<file path="config.mk">
export PLATFORM = sky130hd
export DESIGN_NAME = timer_display
export DESIGN_NICKNAME = d
export VERILOG_FILES = /design/src/rtl/timer_display.sv
export SDC_FILE = /design/constraint.sdc
export NUM_CORES = 1
export LEC_CHECK = 0
export CAP_MARGIN = 20
export CORE_MARGIN = 5
export CORE_UTILIZATION = 55
export DETAILED_ROUTE_END_ITERATION = 10
export GPL_ROUTABILITY_DRIVEN = 0
export GPL_TIMING_DRIVEN = 0
export MAX_ROUTING_LAYER = met4
export PLACE_DENSITY_LB_ADDON = 0.08
export SYNTH_ARGS = -nofsm -noshare
export SYNTH_HDL_FRONTEND = slang
export SYNTH_SLANG_ARGS = --single-unit
</file>
<file path="constraint.sdc">
create_clock -name clk_o -period 1.95 [get_ports clk_o]
set_input_delay 0.195 -clock clk_o [delete_from_list [all_inputs] [get_ports clk_o]]
set_output_delay 0.195 -clock clk_o [all_outputs]
set_load 0.02 [all_outputs]
</file>
<file path="src/rtl/timer_display.sv">
// rtl/timer_display.sv - countdown seconds to BCD, multiplexed on a two-digit 7-segment display
// Optional build macro: TIMER_DISPLAY_BLINK_EN (blink the display while time_up is high)

module timer_display #(
  parameter int REFRESH_DIV = 100000,
  parameter int BLINK_DIV   = 50000000
) (
  input  logic       clk_o,
  input  logic       rst,
  input  logic [5:0] count,
  output logic [3:0] an,
  output logic [6:0] seg,
  output logic       dp,
  output logic       time_up
);

  localparam int RW = (REFRESH_DIV > 1) ? $clog2(REFRESH_DIV) : 1;
  localparam logic [RW-1:0] REFRESH_LAST = RW'(REFRESH_DIV - 1);

  typedef enum logic {IDLE, SHIFT} state_t;

  state_t      state_q, state_d;
  logic        load, last_step;
  logic [5:0]  cnt_q, last_conv, conv_src, sr_q;
  logic [3:0]  tens_acc, ones_acc, tens_q, ones_q;
  logic [3:0]  tens_adj, ones_adj, tens_nx, ones_nx;
  logic [5:0]  sr_nx;
  logic [2:0]  step_q;
  logic        time_up_q;
  logic [RW-1:0] refresh_q;
  logic        sel_q;
  logic        blank;
  logic [3:0]  digit;

  // FSM state register
  always_ff @(posedge clk_o) begin
    if (!rst) state_q <= IDLE;
    else      state_q <= state_d;
  end

  // Next state: start on a new value, finish after the sixth shift
  always_comb begin
    state_d   = state_q;
    load      = 1'b0;
    last_step = 1'b0;
    case (state_q)
      IDLE: begin
        if (cnt_q != last_conv) begin
          state_d = SHIFT;
          load    = 1'b1;
        end
      end
      SHIFT: begin
        if (step_q == 3'd5) begin
          last_step = 1'b1;
          state_d   = IDLE;
        end
      end
      default: state_d = IDLE;
    endcase
  end

  // One double-dabble step: add 3 to nibbles >= 5, then shift the whole chain left
  always_comb begin
    tens_adj = (tens_acc >= 4'd5) ? tens_acc + 4'd3 : tens_acc;
    ones_adj = (ones_acc >= 4'd5) ? ones_acc + 4'd3 : ones_acc;
    tens_nx  = {tens_adj[2:0], ones_adj[3]};
    ones_nx  = {ones_adj[2:0], sr_q[5]};
    sr_nx    = {sr_q[4:0], 1'b0};
  end

  // Input sample, conversion datapath and displayed digits; partial results are dropped on reset
  always_ff @(posedge clk_o) begin
    if (!rst) begin
      cnt_q     <= '0;
      last_conv <= '0;
      conv_src  <= '0;
      sr_q      <= '0;
      tens_acc  <= '0;
      ones_acc  <= '0;
      step_q    <= '0;
      tens_q    <= '0;
      ones_q    <= '0;
      time_up_q <= 1'b1;
    end else begin
      cnt_q <= count;
      if (load) begin
        sr_q     <= cnt_q;
        conv_src <= cnt_q;
        tens_acc <= '0;
        ones_acc <= '0;
        step_q   <= '0;
      end else if (state_q == SHIFT) begin
        sr_q     <= sr_nx;
        tens_acc <= tens_nx;
        ones_acc <= ones_nx;
        step_q   <= step_q + 3'd1;
        if (last_step) begin
          tens_q    <= tens_nx;
          ones_q    <= ones_nx;
          last_conv <= conv_src;
          time_up_q <= (tens_nx == 4'd0) && (ones_nx == 4'd0);
        end
      end
    end
  end

  // Refresh divider: each digit stays lit for REFRESH_DIV cycles
  always_ff @(posedge clk_o) begin
    if (!rst) begin
      refresh_q <= '0;
      sel_q     <= 1'b0;
    end else if (refresh_q == REFRESH_LAST) begin
      refresh_q <= '0;
      sel_q     <= ~sel_q;
    end else begin
      refresh_q <= refresh_q + 1'b1;
    end
  end

`ifdef TIMER_DISPLAY_BLINK_EN
  localparam int BW = (BLINK_DIV > 1) ? $clog2(BLINK_DIV) : 1;
  localparam logic [BW-1:0] BLINK_LAST = BW'(BLINK_DIV - 1);

  logic [BW-1:0] blink_cnt_q;
  logic          blink_on_q;

  // Blink timer runs only while time is up; otherwise parked at count 0, phase on
  always_ff @(posedge clk_o) begin
    if (!rst || !time_up_q) begin
      blink_cnt_q <= '0;
      blink_on_q  <= 1'b1;
    end else if (blink_cnt_q == BLINK_LAST) begin
      blink_cnt_q <= '0;
      blink_on_q  <= ~blink_on_q;
    end else begin
      blink_cnt_q <= blink_cnt_q + 1'b1;
    end
  end

  assign blank = ~blink_on_q;
`else
  // Blink period has no effect when blinking is not built in
  localparam int unused_blink_div = BLINK_DIV;
  assign blank = 1'b0;
`endif

  // Anode select and active-low segment decode of the selected digit
  always_comb begin
    digit = sel_q ? tens_q : ones_q;
    an    = blank ? 4'b1111 : (sel_q ? 4'b1101 : 4'b1110);
    case (digit)
      4'd0:    seg = 7'b1000000;
      4'd1:    seg = 7'b1111001;
      4'd2:    seg = 7'b0100100;
      4'd3:    seg = 7'b0110000;
      4'd4:    seg = 7'b0011001;
      4'd5:    seg = 7'b0010010;
      4'd6:    seg = 7'b0000010;
      4'd7:    seg = 7'b1111000;
      4'd8:    seg = 7'b0000000;
      4'd9:    seg = 7'b0010000;
      default: seg = 7'b1111111;
    endcase
  end

  assign dp      = 1'b1;
  assign time_up = time_up_q;

endmodule

</file>
==> flow_summary.toml <==
[outcome]
outcome = "finished with violations"
failed_checks = "negative setup slack"

[logic_synthesis]
avgSynthCellArea_um2 = 8.762
synthFlopType = "dfxtp_1"
synth_top_area_share = 0.4246
syn_area_um2 = 2970
yosys-top-cells-area = "dfxtp_1, xor2_1, nand2_1"
yosys.area.top_type = "dfxtp_1"
synth_seq_cells = 63
synthCells = 339
yosysSeqAreaShare = 0.4246
synth-edff-count = 0
synth.distinct_cells = 43
yosysWarnings = 0
async_flop_share = 0

[grt]
grt_pass1_wl_um = 9915
antenna_found_initial = 0
overflow = 0
grt_pass1_vias = 2241
globalRouteTotalUtil = 0.1785
grt_max_degree = 12

[worst_setup_path]
end_kind = "primary output"
crit_arrival_ns = 1.82
critPathBufInv = 3
crit_slowest_cell = "mux2_4"
crit_chain = "buf_8 -> mux2_4 -> buf_4 -> nor2_2 -> o21a_1 -> nor2_1 -> buf_4"
cp-start-kind = "flop"
crit_type = "reg2out"
crit_path_frequent_cell = "buf_4"
cp.required_ns = 1.75
critical_path.top_delay_family = "buffers and inverters"
max_stage_delay_ns = 0.35
cp_max_fo = 7

[clock_network]
clk_root_buffer_cell = "clkbuf_8"
numClockSinks = 63
cts_tree = "done"
htreeDepth = 3
cts_buffers = 9
clock_latency_ns = 0.34
cts_buffer_depth = 2
hold_buffers = 0
cts.clk_slew.worst_paths_ns = 0.07

[worst_hold_path]
hp-class = "in2reg"

[power_and_ir_drop]
p_switching_uw = 627.3
pwr-share-clk = 0.427
switching_share = 0.2332
seqPwrFrac = 0.502
p_int_mw = 2.063
p_leak_nw = 1.490
vdd_drop_max_uv = 584.7
pwr-share-comb = 0.071
p_per_area_nw_per_um2 = 750.6

[final_layout]
finalNetCount = 398
final_cells = 453
drive_gt1_frac = 0.1723
diodes = 0
area_growth_pct = 20.68
regArea_um2 = 1262
final_common_cell = "dfxtp_1"
multi_input_area_um2 = 1657
layout_common_cells = "dfxtp_1, nand2_1, nor2_1"
final_core_util = 0.6930
fillers = 409

[sta]
skew_ns = 0.009773
fin_crit_ns = 2.017
drv_slew = 0
finalSetupViolCount = 5
tns_ns = -0.2844
slew_headroom = 0.6081
setup_ws_ns = -0.06734
period_share = 1.035
hold_viol = 0
tightest_slew_ns = 0.5878
rsz0062_at_grt = "yes"
fmax_mhz = 495.7

[floorplanning]
die_width_um = 83.49
num_rows = 26
dieArea_um2 = 6971
start_util = 0.5743
core_um2 = 5172
die_h_um = 83.49
ios = 21

[routing]
post_drt_wl_per_cell_um = 12.62
via_count = 2319
viasPerCell = 5.119
antenna_left = 0
drcViolationCount = 0
wirelength_um = 5718
dr.pass1.iters = 4
drt_iter0_drc = 70

[job]
drv_cap = 0

[placed_design]
io_buffers = 16
dp_hpwl_um = 3987
placedCellCount = 427
==> repair_timing <==
action	in CTS	in global routing
pin swaps	4	3
buffers inserted	3	7
setup endpoints to repair	7	9
resized for setup	48	10
==> cells by family (layout without fill, tap and decap cells) <==
kind of cell | after synthesis | in the layout | share of synthesized area
fa+ha+maj | 12 | 12 | 0.05055
buf+inv | 29 | 71 | 0.04591
flops | 63 | 63 | 0.4246
other cells | 1 | 3 | 0.001262
simple gates | 132 | 132 | 0.2127
compound gates | 58 | 58 | 0.1251
mux | 18 | 18 | 0.06318
xor+xnor | 26 | 26 | 0.07666
==> worst paths after layout <==
kind	from	end	slack (ns)	depth (start not counted)
worst max-delay path	sel_q$_SDFFE_PN0N_	seg[0]	-0.07	7
worst min-delay path	rst	conv_src[5]$_SDFFE_PN0N_	0.28	3
worst max register to register	refresh_q[0]$_SDFF_PP0_	refresh_q[14]$_SDFF_PP0_	0.16	7
worst min register to register	conv_src[5]$_SDFFE_PN0N_	conv_src[5]$_SDFFE_PN0N_	0.45	2
==> power by group through the flow <==
stage / clock network (mW) / logic, mW / registers, mW
2_1_floorplan: 0 / 0.148 / 1.37
3_3_place_gp: 0 / 0.185 / 1.38
3_5_place_dp: 0 / 0.190 / 1.38
4_1_cts: 1.18 / 0.191 / 1.35
5_1_grt: 1.24 / 0.212 / 1.35
6_report: 1.15 / 0.190 / 1.35
==> routing by layer <==
metal	vias up	global-route usage	part of all wire
met3	7	0.06910	0.038
met4	0	0.05117	0.012
li1	1217	-	-
met1	1065	0.2138	0.48
met5	-	-	0
met2	30	0.2806	0.47
==> area by class of cell <==
cell class,count,share of cell area
Multi-Input combinational cell,249,0.4621
Sequential cell,63,0.3522
Timing Repair Buffer,26,0.06178
Clock buffer,11,0.04223
Buffer,20,0.03141
Tap cell,70,0.02443
Clock inverter,5,0.01571
Inverter,9,0.01012
==> stage by stage <==
step                      area [um^2]  power [mW]  setup WS (ns)  hold slack [ns]
after detailed placement         3226       1.569        -0.4335           0.4412
after global routing             3585       2.802        -0.1691           0.3113
final                            3585       2.691       -0.06734           0.2839
after global placement           3226       1.563        -0.3947           0.4380
after CTS                        3498       2.718        -0.1027           0.2801
after floorplan                  2978       1.520        0.07120           0.3223
==> worst reg2reg max path: cells and delay by family, from the launching register on <==
family        cells  cell delay, ns
fa+ha+maj         1            0.24
buf+inv           2            0.37
simple gates      4            0.69
flops             1            0.39
==> Yosys cell counts, drive strengths merged, types with 7 or more instances <==
cell / instances
mux2i: 15
nor2: 39
and3: 7
dfxtp: 63
ha: 12
a21boi: 12
nand2: 45
nand3: 19
clkbuf: 9
a21oi: 17
inv: 9
buf: 11
o21ai: 15
xor2: 20
==> sequential cells by signal (all words and copies together), names as in the netlist <==
register   cells
last_conv      6
cnt_q          6
tens_q         4
tens_acc       4
ones_acc       4
step_q         3
conv_src       6
sr_q           6
sel_q          1
time_up        1
refresh_q     17
state_q        1
ones_q         4
No activity file was read; power rests on OpenSTA's default activity.
